**src/rtl/sensor_arbiter.sv**
```systemverilog
// sensor_arbiter: round-robin scheduler handing one parser word at a time to a valid/ready consumer.
// Optional macro SENSOR_ARBITER_SEQ_EN builds the out_seq delivery counter; otherwise out_seq is 0.
`timescale 1ns/1ps
module sensor_arbiter #(
    parameter int NUM_SENSORS     = 4,
    parameter int SENSOR_IDX_W    = 2,
    parameter int RELEASE_TIMEOUT = 255
) (
    input  logic                         clk_72MHz,
    input  logic                         reset,
    input  logic [102*NUM_SENSORS-1:0]   sensor_iterations_in,
    input  logic [NUM_SENSORS-1:0]       sensor_data_avl,
    output logic [NUM_SENSORS-1:0]       reset_parser,
    output logic [101:0]                 out_data,
    output logic [SENSOR_IDX_W-1:0]      out_sensor_idx,
    output logic                         out_valid,
    input  logic                         out_ready,
    output logic [7:0]                   out_seq,
    output logic                         busy,
    output logic                         release_timeout_err
);
    localparam int CNT_W = $clog2(RELEASE_TIMEOUT + 1);

    typedef enum logic [1:0] {IDLE, SEND, RELEASE} state_t;

    state_t                  state_q, state_d;
    logic [SENSOR_IDX_W-1:0] rr_ptr_q, rr_ptr_d;
    logic [NUM_SENSORS-1:0]  reset_parser_q, reset_parser_d;
    logic [101:0]            out_data_q, out_data_d;
    logic [SENSOR_IDX_W-1:0] idx_q, idx_d;
    logic                    valid_q, valid_d;
    logic                    busy_q, busy_d;
    logic                    err_q, err_d;
    logic [CNT_W-1:0]        cnt_q, cnt_d;

    logic                    found;
    logic [SENSOR_IDX_W-1:0] win;
    logic [101:0]            win_word;
    logic [SENSOR_IDX_W-1:0] win_next;
    logic [NUM_SENSORS-1:0]  grant_oh;
    logic                    handshake;
    logic                    avl_k;

    assign handshake = valid_q & out_ready;
    // reset_parser_q is one-hot on the granted sensor while releasing, so it doubles as the avl mask.
    assign avl_k     = |(sensor_data_avl & reset_parser_q);

    // Two passes give "first set bit at or after rr_ptr, then wrap" without a variable modulo.
    always_comb begin
        found    = 1'b0;
        win      = '0;
        win_word = '0;
        for (int j = 0; j < NUM_SENSORS; j++) begin
            if (!found && sensor_data_avl[j] && (j >= int'(rr_ptr_q))) begin
                found    = 1'b1;
                win      = SENSOR_IDX_W'(j);
                win_word = sensor_iterations_in[102*j +: 102];
            end
        end
        for (int j = 0; j < NUM_SENSORS; j++) begin
            if (!found && sensor_data_avl[j] && (j < int'(rr_ptr_q))) begin
                found    = 1'b1;
                win      = SENSOR_IDX_W'(j);
                win_word = sensor_iterations_in[102*j +: 102];
            end
        end
        win_next = (int'(win) == NUM_SENSORS - 1) ? '0 : win + 1'b1;
        for (int j = 0; j < NUM_SENSORS; j++) begin
            grant_oh[j] = (int'(idx_q) == j);
        end
    end

    always_comb begin
        state_d        = state_q;
        rr_ptr_d       = rr_ptr_q;
        reset_parser_d = reset_parser_q;
        out_data_d     = out_data_q;
        idx_d          = idx_q;
        valid_d        = valid_q;
        err_d          = err_q;
        cnt_d          = cnt_q;
        unique case (state_q)
            IDLE: begin
                if (found) begin
                    out_data_d = win_word;
                    idx_d      = win;
                    valid_d    = 1'b1;
                    rr_ptr_d   = win_next;
                    state_d    = SEND;
                end
            end
            SEND: begin
                if (handshake) begin
                    valid_d        = 1'b0;
                    reset_parser_d = grant_oh;
                    cnt_d          = '0;
                    state_d        = RELEASE;
                end
            end
            RELEASE: begin
                cnt_d = cnt_q + 1'b1;
                if (!avl_k) begin
                    reset_parser_d = '0;
                    state_d        = IDLE;
                end else if (cnt_q == CNT_W'(RELEASE_TIMEOUT - 1)) begin
                    // Parser never let go: abort, flag it, and let round-robin come back to it later.
                    reset_parser_d = '0;
                    err_d          = 1'b1;
                    state_d        = IDLE;
                end
            end
            default: state_d = IDLE;
        endcase
        busy_d = (state_d != IDLE);
    end

    always_ff @(posedge clk_72MHz or posedge reset) begin
        if (reset) begin
            state_q        <= IDLE;
            rr_ptr_q       <= '0;
            reset_parser_q <= '0;
            out_data_q     <= '0;
            idx_q          <= '0;
            valid_q        <= 1'b0;
            busy_q         <= 1'b0;
            err_q          <= 1'b0;
            cnt_q          <= '0;
        end else begin
            state_q        <= state_d;
            rr_ptr_q       <= rr_ptr_d;
            reset_parser_q <= reset_parser_d;
            out_data_q     <= out_data_d;
            idx_q          <= idx_d;
            valid_q        <= valid_d;
            busy_q         <= busy_d;
            err_q          <= err_d;
            cnt_q          <= cnt_d;
        end
    end

`ifdef SENSOR_ARBITER_SEQ_EN
    logic [7:0] seq_q, seq_d;

    always_comb begin
        seq_d = handshake ? seq_q + 8'd1 : seq_q;
    end

    always_ff @(posedge clk_72MHz or posedge reset) begin
        if (reset) begin
            seq_q <= 8'd0;
        end else begin
            seq_q <= seq_d;
        end
    end

    assign out_seq = seq_q;
`else
    assign out_seq = 8'd0;
`endif

    assign reset_parser        = reset_parser_q;
    assign out_data            = out_data_q;
    assign out_sensor_idx      = idx_q;
    assign out_valid           = valid_q;
    assign busy                = busy_q;
    assign release_timeout_err = err_q;

endmodule

```
**config.mk**
```make
export PLATFORM = sky130hd
export DESIGN_NAME = sensor_arbiter
export DESIGN_NICKNAME = d
export VERILOG_FILES = /design/src/rtl/sensor_arbiter.sv
export SDC_FILE = /design/constraint.sdc
export NUM_CORES = 1
export LEC_CHECK = 0
export CAP_MARGIN = 20
export CORE_AREA = 2 2 209 211
export DETAILED_ROUTE_END_ITERATION = 12
export DIE_AREA = 0 0 211 213
export SLEW_MARGIN = 20
export SYNTH_ARGS = -nofsm -noshare
export SYNTH_HDL_FRONTEND = slang
export SYNTH_SLANG_ARGS = --single-unit
```
**constraint.sdc**
```tcl
create_clock -name clk_72MHz -period 4.7 [get_ports clk_72MHz]
set_clock_uncertainty 0.05 [all_clocks]
set_input_delay 0.47 -clock clk_72MHz [delete_from_list [all_inputs] [get_ports clk_72MHz]]
set_output_delay 0.47 -clock clk_72MHz [all_outputs]
set_load 0.005 [all_outputs]
```
Word level (Yosys, flattened, before mapping) --
Index checks and enable logic that the tools add are counted.
Operators by class: bitwise gates (word level) 2, reductions and logical operators 29, equal/unequal tests 10, muxes and demuxes 35, magnitude comparators 6, add/subtract/negate cells 2
Operators by type and width (count):
- 2-to-1 mux 102 bit | 7
- 2-to-1 mux 2 bit | 10
- one-hot mux 8 bit (2 select lines) | 1
- logical AND 1 bit | 12
- 2-to-1 mux 4 bit | 3
- 2-to-1 mux 1 bit | 10
- AND reduction 3 bit | 3
- adder 8 x 1 -> 8 bit, second input constant | 1
- == test 8 bit, second input constant | 1
- 2-to-1 mux 8 bit | 1
- one-hot mux 4 bit (2 select lines) | 1
- == test 2 x 1 -> 1 bit, second input constant | 3
- == test 2 bit, second input constant | 3
- zero test 1 bit | 6
- one-hot mux 2 bit (3 select lines) | 1
- nonzero test 2 bit | 3
- bitwise AND 4 bit | 1
- greater-or-equal comparator 1 x 2 -> 1 bit, first input constant | 2
- zero test 2 bit | 2
- < comparator 1 x 2 -> 1 bit, first input constant | 2
- != test 2 bit, second input constant | 2
- AND reduction 2 bit | 2
- OR reduction 4 bit | 1
- != test 3 bit, second input constant | 1
- other kinds (5) | 5
Storage, ports and cells: bits in registers 123, logic and storage cells 93, output and inout port bits 119

Depth between registers and ports, before layout --
depth in word-level cells 29, mapped depth 8, depth with buffers taken out 7

Least setup slack after synthesis --
Ideal clock, no wire load.
kind input port to flip-flop, from input sensor_data_avl[3], to register out_data_q[38] (netlist: out_data[38]), data arrival time 1698 ps, data required time 4518 ps, path slack 2820 ps, stages on the path 8, cells stage by stage buf_4 nor4_2 or3_4 buf_6 buf_6 or3_1 o21ai_1 a21oi_1
On the way: cells in the longest elaborated chain, start to end 15, elaborated cells on any way between the ends 19, classes of those cells mux (8); reduce/logical (11)
Ends and longest elaborated chain:
- start, declared | line 12 | input logic [NUM_SENSORS-1:0] sensor_data_avl,
- logical AND 1 bit (*) | line 54 | if (!found && sensor_data_avl[j] && (j >= int'(rr_ptr_q))) begin
- 2-to-1 mux 1 bit | line 54
- zero test 1 bit | line 61 | if (!found && sensor_data_avl[j] && (j < int'(rr_ptr_q))) begin
- logical AND 1 bit (2 in series) | line 61
- 2-to-1 mux 1 bit | line 61
- zero test 1 bit | line 61
- logical AND 1 bit (2 in series) | line 61
- 2-to-1 mux 1 bit | line 61
- zero test 1 bit | line 61
- logical AND 1 bit (2 in series) | line 61
- 2-to-1 mux 1 bit | line 61
- AND reduction 2 bit (no line)
- end signal, assigned | line 132 | out_data_q <= out_data_d;
- end, declared | line 29 | logic [101:0] out_data_q, out_data_d;
Mark *: on every way between the ends. The rest lies on a longest branch, timed or not. A chain may end at the register's enable or synchronous reset.

Worst setup path in the final report --
from register rr_ptr_q[1], to register out_data_q[36] (netlist: out_data[36])
On the way: cells in the longest elaborated chain, start to end 27, elaborated cells on any way between the ends 39, classes of those cells order compare (6); mux (14); reduce/logical (19)
Ends and longest elaborated chain:
- start, declared | line 27 | logic [SENSOR_IDX_W-1:0] rr_ptr_q, rr_ptr_d;
- start signal, assigned | line 130 | rr_ptr_q <= rr_ptr_d;
- greater-or-equal comparator 1 x 2 -> 1 bit | line 54
- logical AND 1 bit | line 54
- 2-to-1 mux 1 bit | line 54
- zero test 1 bit | line 54
- logical AND 1 bit (2 in series) | line 54
- 2-to-1 mux 1 bit | line 54
- zero test 1 bit | line 54
- logical AND 1 bit (2 in series) | line 54
- [7 not listed]
- 2-to-1 mux 1 bit | line 61
- zero test 1 bit | line 61
- logical AND 1 bit (2 in series) | line 61
- 2-to-1 mux 1 bit | line 61
- zero test 1 bit | line 61
- logical AND 1 bit (2 in series) | line 61
- 2-to-1 mux 1 bit | line 61
- AND reduction 2 bit (no line)
Parallel ways exist; a longest one is shown, timed or not.

==> flow_summary.toml <==
[synthesis]
yosysSeqAreaShare_pct = 27.6
ys_warn_count = 0
synth_seq_cells = 123
async_reset_ff_share_pct = 100
netlist_instances = 1442
synth_area_per_cell_um2 = 7.73
synth_edf_count = 0
syn-cell-area_mm2 = 0.0111
synth-main-ff-cell = "dfrtp_1"
yosysUniqueCellTypes = 58

[placed_design]
post-place-ws_ns = 1.21
finalWeightedCongestion = 0.867
dpl_cell_area_mm2 = 0.0165
hpwlAfterDp_mm = 38.7
port_buffers = 525

[cells_and_area]
finalCoreUtilization_pct = 40.2
final_cell_mix = "clkdlybuf4s50_1 (524), a21oi_1 (157), or3_1 (154), a221oi_1 (133), dfrtp_1 (122)"
areaGrowthSynthToFinish_pct = 54.1
final_common_cell = "clkdlybuf4s50_1"
layout-drive-gt1-share_pct = 5.81
finalInstanceArea_mm2 = 0.0172
fin_nets = 2246

[die]
core_area_mm2 = 0.0427
start_util_pct = 26.1
rows = 76
die_h_um = 213
die_area_mm2 = 0.0449
die_x_um = 211
ios = 534

[global_route]
antenna_found_initial = 1
grt_pass1_wl_mm = 92.0
grt_max_degree = 156
grt_use_total_pct = 26.3
overflow = 0
grt_pass1_vias = 14606

[clock_tree]
cts-buffers-inserted = 17
cts_root_buf = "clkbuf_16"
cts_tree = "yes"
cts_sinks = 123
htreeDepth = 4
cts.path.max_buffers = 2
clkTransAtPathRegs_ns = 0.07
cts_hold_buf = 0
postCtsSetupRepairBufs = 0
ctsResizeCount = 0
clk_latency_ns = 0.44

[power]
power.density_mw_per_mm2 = 519
ir_drop_uv = 329
power_leakage_nw = 5.86

[timing]
hold_viol = 0
relSlewSlack_pct = 19.4
fmax_ghz = 0.299
holdWs_ns = 0.459
fin_ws_ns = 1.36
post-route-period-util_pct = 71.2
period_minus_slack_ns = 3.34
rsz0062_at_grt = "false"
finalSetupTns_ns = 0
tightest_slew_ns = 1.20
setup_viol = 0
drv_slew = 0

[hold_path]
hold_class = "in2async"

[routing]
firstDrtPassIters = 6
ant_nets = 0
viasPerCell = 6.17
wl_mm = 62.0
drt_iter0_drc = 1766
wl_per_cell_um = 26.0
drc = 0
via_count = 14750

[setup_path]
crit_fanout = 46
critPathCaptureType = "register"
worstSetupPathType = "reg2reg"
cp.required_ns = 4.93
startpoint_type = "register"
crit_arrival_ns = 3.57

[job]
max_cap_violations = 0

[run_status]
status = "completed"
## final timing paths
check / endpoint / cells past startpoint / slack (ns) / from
max: out_data[36] / 7 / 1.36 / rr_ptr_q[1]
min: out_data[29] / 2 / 0.46 / reset
max reg2reg: out_data[36] / 7 / 1.36 / rr_ptr_q[1]
min reg2reg: release_timeout_err / 1 / 0.46 / release_timeout_err
max in group asynchronous: out_data[7] / 3 / 3.25 / reset
min in group clk_72MHz: release_timeout_err / 1 / 0.46 / release_timeout_err
## where the power goes
| group | total (W) | switching, W | internal, W |
|---|---|---|---|
| registers | 0.00203 | 0.000437 | 0.00159 |
| clock network | 0.00151 | 0.000612 | 0.000900 |
| logic | 0.00538 | 0.00297 | 0.00242 |
## Yosys cell counts, types with 3 or more instances
library cell	count	area share [%]
a221oi_1	133	10
o21ai_0	51	2.3
o311ai_1	37	2.9
inv_1	3	0.10
or2_2	3	0.17
buf_1	10	0.34
nor3b_1	102	6.9
a22oi_1	4	0.27
nand4_1	5	0.28
o21ai_1	11	0.49
nand3_1	106	4.8
o31ai_1	54	3.6
a21o_1	5	0.34
nor2_1	59	2.0
a21oi_1	157	7.0
a221oi_2	19	2.6
dfrtp_1	123	28
or3_1	154	8.6
buf_4	22	1.5
o22ai_1	50	2.8
o311ai_0	13	1.0
nand2b_1	3	0.17
buf_6	4	0.40
buf_2	87	3.9
nand2_1	121	4.1
clkbuf_1	67	2.3
## per-layer routing
layer | share of wire [%] | GRT usage, % | vias to the layer above
met4 | 3.1 | 9.11 | 0
met1 | 40 | 34.0 | 7149
li1 | - | - | 6405
met5 | 0 | 0 | -
met3 | 8.9 | 5.44 | 145
met2 | 48 | 43.7 | 1051
## cell families after synthesis
kind of cell	Yosys count	synth area share, %
XOR/XNOR	1	0.0786
flip-flops	123	27.6
buffers and inverters	196	8.61
multiplexers	1	0.101
AO/OA/AOI/OAI	544	34.7
AND/OR/NAND/NOR	574	28.7
adder cells (fa/ha/maj)	2	0.224
other	1	0.0336
## flip-flops by register name, indices dropped and copies added (netlist names)
name and count:
busy 1, cnt_q 8, out_data 102, out_sensor_idx 2, out_valid 1, release_timeout_err 1, reset_parser 4, rr_ptr_q 2
state_q 2
## metrics by stage
stage / total power [W] / instances
floorplan: 0.00485 / 1449
global placement: 0.00727 / 2356
CTS: 0.00891 / 2388
detailed placement: 0.00735 / 2356
global route: 0.00943 / 2389
finish: 0.00892 / 2389
## final cells by class
cell class,count,area [um2]
Fill cell,4203,25500
Multi-Input combinational cell,1130,7200
Timing Repair Buffer,553,5550
Sequential cell,123,3080
Tap cell,546,683
Clock buffer,17,425
Clock inverter,15,213
Inverter,4,22.5
Antenna cell,1,2.50
## worst max-delay path, cell delays in order, from the launching register on
cell and delay, ns:
dfrtp_4 0.73, buf_4 0.64, nor2_1 0.17, a2bb2oi_4 0.60, buf_12 0.32, nor3b_1 0.09
o311ai_0 0.36, a221oi_1 0.13
Power figures use the tool's default switching activity.
==> RTL edit 1 (config.mk and constraints unchanged) <==
The 3 states of `state_t` get a one-hot encoding in 3 bits.
--- a/src/rtl/sensor_arbiter.sv
+++ b/src/rtl/sensor_arbiter.sv
@@ -23,3 +23,3 @@
 
-    typedef enum logic [1:0] {IDLE, SEND, RELEASE} state_t;
+    typedef enum logic [2:0] {IDLE = 3'b001, SEND = 3'b010, RELEASE = 3'b100} state_t;
 
Behaviour: no difference found for any inputs over 4 cycles, from zero or initial values and one cycle with reset high; so few cycles prove little.
==> RTL edit 1 against the unedited design <==
Setup slack gained 0.15 ns. Global-route usage is 0.94 points lower. Wire length fell by 3.1%. Critical path type unchanged. Non-clock buffer count is 3 lower. Critical path depth fell by 1. Synthesized area shrank 0.36%. Largest cell class unchanged. Via count fell by 3.2%. Sequential cell count is 1 higher. Power increased by 2.9%. Die area unchanged. Cell area about the same.
==> RTL edit 1: results (changes against the unedited design) <==
Routing:
- The number of detailed-route iterations in the first pass is 5 (was 6).
- The vias per cell is 6.06 (was 6.17).
- The per-cell routed wire length came to 25.5 um (was 26.0 um).
- The total via count in the routed design is 14300 (was 14800).
- The number of DRC violations after detailed-routing iteration 0 was 1380 (was 1766).

Global routing:
- The global-route wire length before repair is 87700 um (was 92000 um).
- The global routing usage on met1 is 31.1% (was 34.0%).
- The initial antenna violation count is 2 (was 1).
- The global-route usage over all layers came to 25.4% (was 26.3%).
- The met2 capacity usage during global routing is 40.9% (was 43.7%).
- The met3 track demand over resource is 7.19% (was 5.44%).

Yosys:
- The area fraction in compound gates after synthesis is 36.3% (was 34.7%).
- The multiplexer fraction of the synthesized cell area is 9.29% (was 0.101%).
- The synthesized-area fraction occupied by xor and xnor cells was 0% (was 0.0786%).
- The mean post-synth cell area is 7.96 um2 (was 7.73 um2).
- The sequential share of the synthesized area is 28.0% (was 27.6%).
- The arithmetic-cell share of the synthesized area counting full adders, half adders and majority gates is 0.225% (about the same).
- The count of unique library cells instantiated by Yosys is 49 (was 58).
- Top post-synthesis cells by count: o22ai_1, dfrtp_1, nand2_1, a21oi_1, a31oi_1 (was a21oi_1, or3_1, a221oi_1, dfrtp_1, nand2_1).
- The leading cell type by number of instances after synthesis is o22ai_1 (was a21oi_1).

Power and ir drop:
- The worst voltage drop across the vdd grid was 0.000454 V (was 0.000329 V).
- The leakage power is 7.53 nW (was 5.86 nW).

Timing:
- The relative slew slack is 28.3% (was 19.4%).
- The tightest hold margin is 0.434 ns (was 0.459 ns).

Run status:
- Run status: completed (unchanged).

Place:
- The standard cell area after detailed placement was 16600 um2 (was 16500 um2).
- The placed wire-length estimate after detailed placement is 37600 um (was 38700 um).
- The final RePlAce weighted congestion is 0.830 (was 0.867).
- The cell count after placement is 2321 (was 2356).

Worst setup path:
- The reg-to-reg endpoint is out_data[38]$_DFFE_PP0P_ (was out_data[36]$_DFFE_PP0P_).
- The critical path data arrival time is 3.52 ns (was 3.57 ns).
- The biggest fanout along the worst timing path is 102 (was 46).
- The startpoint of the lowest-slack register-to-register path is rr_ptr_q[0]$_DFFE_PP0P_ (was rr_ptr_q[1]$_DFFE_PP0P_).
- The setup slack on the worst flop-to-flop path is 1.50 ns (was 1.36 ns).
- The length in cells of the worst reg-to-reg path came to 6 (was 7).

Final layout:
- The final layout net count came to 2211 (was 2246).
- The fraction of layout instances using a drive strength above 1 is 4.21% (was 5.81%).

Clock tree:
- The number of setup buffers added after CTS is 0 (unchanged).

Worst hold path:
- The path class of the lowest-slack min-delay path is reg -> reg (was in -> async).
RTL edit 1: logic make-up (layout without fill, tap and decap cells):
logic type,after synthesis,after routing
AO/OA/AOI/OAI,618,618
buffers and inverters,183,587
multiplexers,103,103
flip-flops,124,124
adder cells (fa/ha/maj),2,2
AND/OR/NAND/NOR,365,365
other,1,9
RTL edit 1: final cells by class:
cell class	count	area, um2
Inverter	5	23.8
Fill cell	4253	25500
Clock inverter	11	95.1
Multi-Input combinational cell	1096	7290
Tap cell	546	683
Antenna cell	1	2.50
Timing Repair Buffer	550	5510
Clock buffer	21	460
Sequential cell	124	3110
RTL edit 1: how the worst max path moves through the flow:
stage,slack [ns],depth (start not counted),startpoint,endpoint
after detailed placement,1.41,6,sensor_data_avl[3],out_data[11]$_DFFE_PP0P_
after CTS,1.61,6,rr_ptr_q[0]$_DFFE_PP0P_,out_data[38]$_DFFE_PP0P_
after floorplan,0.88,1,reset,busy$_DFF_PP0_
after global placement,1.47,6,sensor_data_avl[3],out_data[80]$_DFFE_PP0P_
final,1.50,6,rr_ptr_q[0]$_DFFE_PP0P_,out_data[38]$_DFFE_PP0P_
after global routing,1.46,6,rr_ptr_q[0]$_DFFE_PP0P_,out_data[5]$_DFFE_PP0P_
RTL edit 1: layer usage:
metal	vias up	routed length (um)
met2	947	27700
met3	177	6100
met1	6913	23500
li1	6236	-
met4	2	2790
met5	-	13
RTL edit 1: worst max-delay path: stages (launching register included):
cell	delay (ns)
dfrtp_4	0.97
buf_4	0.59
a2bb2oi_1	0.15
nor3b_2	0.26
buf_12	0.48
a221oi_1	0.23
a21oi_1	0.18
RTL edit 1: power breakdown:
part / total, mW / internal, mW / switching (mW)
clock network: 1.33 / 0.752 / 0.580
registers: 2.10 / 1.64 / 0.464
logic: 5.75 / 2.73 / 3.02
total: 9.18 / 5.12 / 4.06
==> RTL edit 2 (config.mk and constraints unchanged) <==
Without the edit above. Set the parameter `SENSOR_IDX_W` to 4 (it was 2).
--- a/src/rtl/sensor_arbiter.sv
+++ b/src/rtl/sensor_arbiter.sv
@@ -5,3 +5,3 @@
     parameter int NUM_SENSORS     = 4,
-    parameter int SENSOR_IDX_W    = 2,
+    parameter int SENSOR_IDX_W    = 4,
     parameter int RELEASE_TIMEOUT = 255
Ports: changed (resized out_sensor_idx); port bits go from 534 to 536. No check against the original RTL was run, so the function may have changed too.
==> RTL edit 2 against the unedited design <==
Power is 8.0% higher. Critical path type unchanged. Global-route usage up 0.94 points. Cell area grew 6.4%. Synthesized area increased by 9.7%. Sequential cell count unchanged. Setup slack improved by 0.22 ns. Wire length rose by 3.2%. Count of clock-buffer cells in the layout unchanged.
==> RTL edit 2: results (changes against the unedited design) <==
Run status:
- Run status: completed (unchanged).

Routing:
- The sum of met2 wire segment lengths after detailed routing is 30000 um (was 29800 um).
- The routed length on met1 is 25700 um (was 24800 um).
- The met3 wirelength from detailed routing is 5450 um (was 5530 um).
- The number of DRC violations after detailed-routing iteration 0 is 1721 (was 1766).
- The vias per cell was 6.40 (was 6.17).

Worst setup path:
- The biggest fanout along the worst timing path is 60 (was 46).
- The biggest cell delay along the critical path is 0.77 ns (was 0.73 ns).
- The critical path data arrival time came to 3.43 ns (was 3.57 ns).
- The reg-to-reg endpoint is out_data[10]$_DFFE_PP0P_ (was out_data[36]$_DFFE_PP0P_).
- The cell type group with the largest total delay on the critical path is flip-flops (was compound AO/OA/AOI/OAI gates).
- The length in cells of the worst reg-to-reg path came to 6 (was 7).
- The setup slack on the worst flop-to-flop path was 1.57 ns (was 1.36 ns).

Power and ir drop:
- The part of the total power dissipated in combinational logic is 63.6% (was 60.3%).
- The leakage power is 6.35 nW (was 5.86 nW).

Final layout:
- The fraction of layout instances using a drive strength above 1 is 13.2% (was 5.81%).

Global routing:
- The global-route wire length before repair is 95100 um (was 92000 um).
- The global routing usage on met1 came to 36.0% (was 34.0%).
- The met2 capacity usage during global routing is 43.3% (was 43.7%).
- The via count of the first global-routing pass was 15100 (was 14600).
- The global-route usage over all layers is 27.3% (was 26.3%).
- The initial antenna violation count is 3 (was 1).

Place:
- The placed wire-length estimate after detailed placement is 39300 um (was 38700 um).

Worst hold path:
- The path class of the lowest-slack min-delay path is reg -> reg (was in -> async).

Yosys:
- The area fraction in compound gates after synthesis is 41.7% (was 34.7%).
- The sequential share of the synthesized area is 25.2% (was 27.6%).
- The arithmetic-cell share of the synthesized area counting full adders, half adders and majority gates is 0.205% (was 0.225%).
- Top post-synthesis cells by count: a221oi_2, dfrtp_1, nand2_1, nor2_1 (was a21oi_1, or3_1, a221oi_1, dfrtp_1, nand2_1).
- The multiplexer fraction of the synthesized cell area was 0.164% (was 0.101%).

Timing:
- The tightest hold margin is 0.436 ns (was 0.459 ns).
[RTL edit 2: layout make-up]
| class | instances | area (um2) |
|---|---|---|
| clock inverter | 15 | 174 |
| clock buffer | 17 | 425 |
| tap | 546 | 683 |
| timing repair buffer | 554 | 5620 |
| antenna | 4 | 10.0 |
| inverter | 6 | 27.5 |
| fill | 4162 | 24400 |
| sequential | 123 | 3080 |
| multi-input combinational | 1124 | 8260 |
[RTL edit 2: metrics by stage]
stage	power, mW	instances	utilization [%]	setup WS (ns)	cell area (um2)
after floorplan	5.60	1457	-	0.909	12300
after global placement	8.08	2353	41.4	1.30	17700
after detailed placement	8.14	2353	41.4	1.23	17700
after CTS	9.61	2385	42.8	1.58	18300
after global routing	10.2	2388	42.8	1.45	18300
final	9.63	2389	42.8	1.57	18300
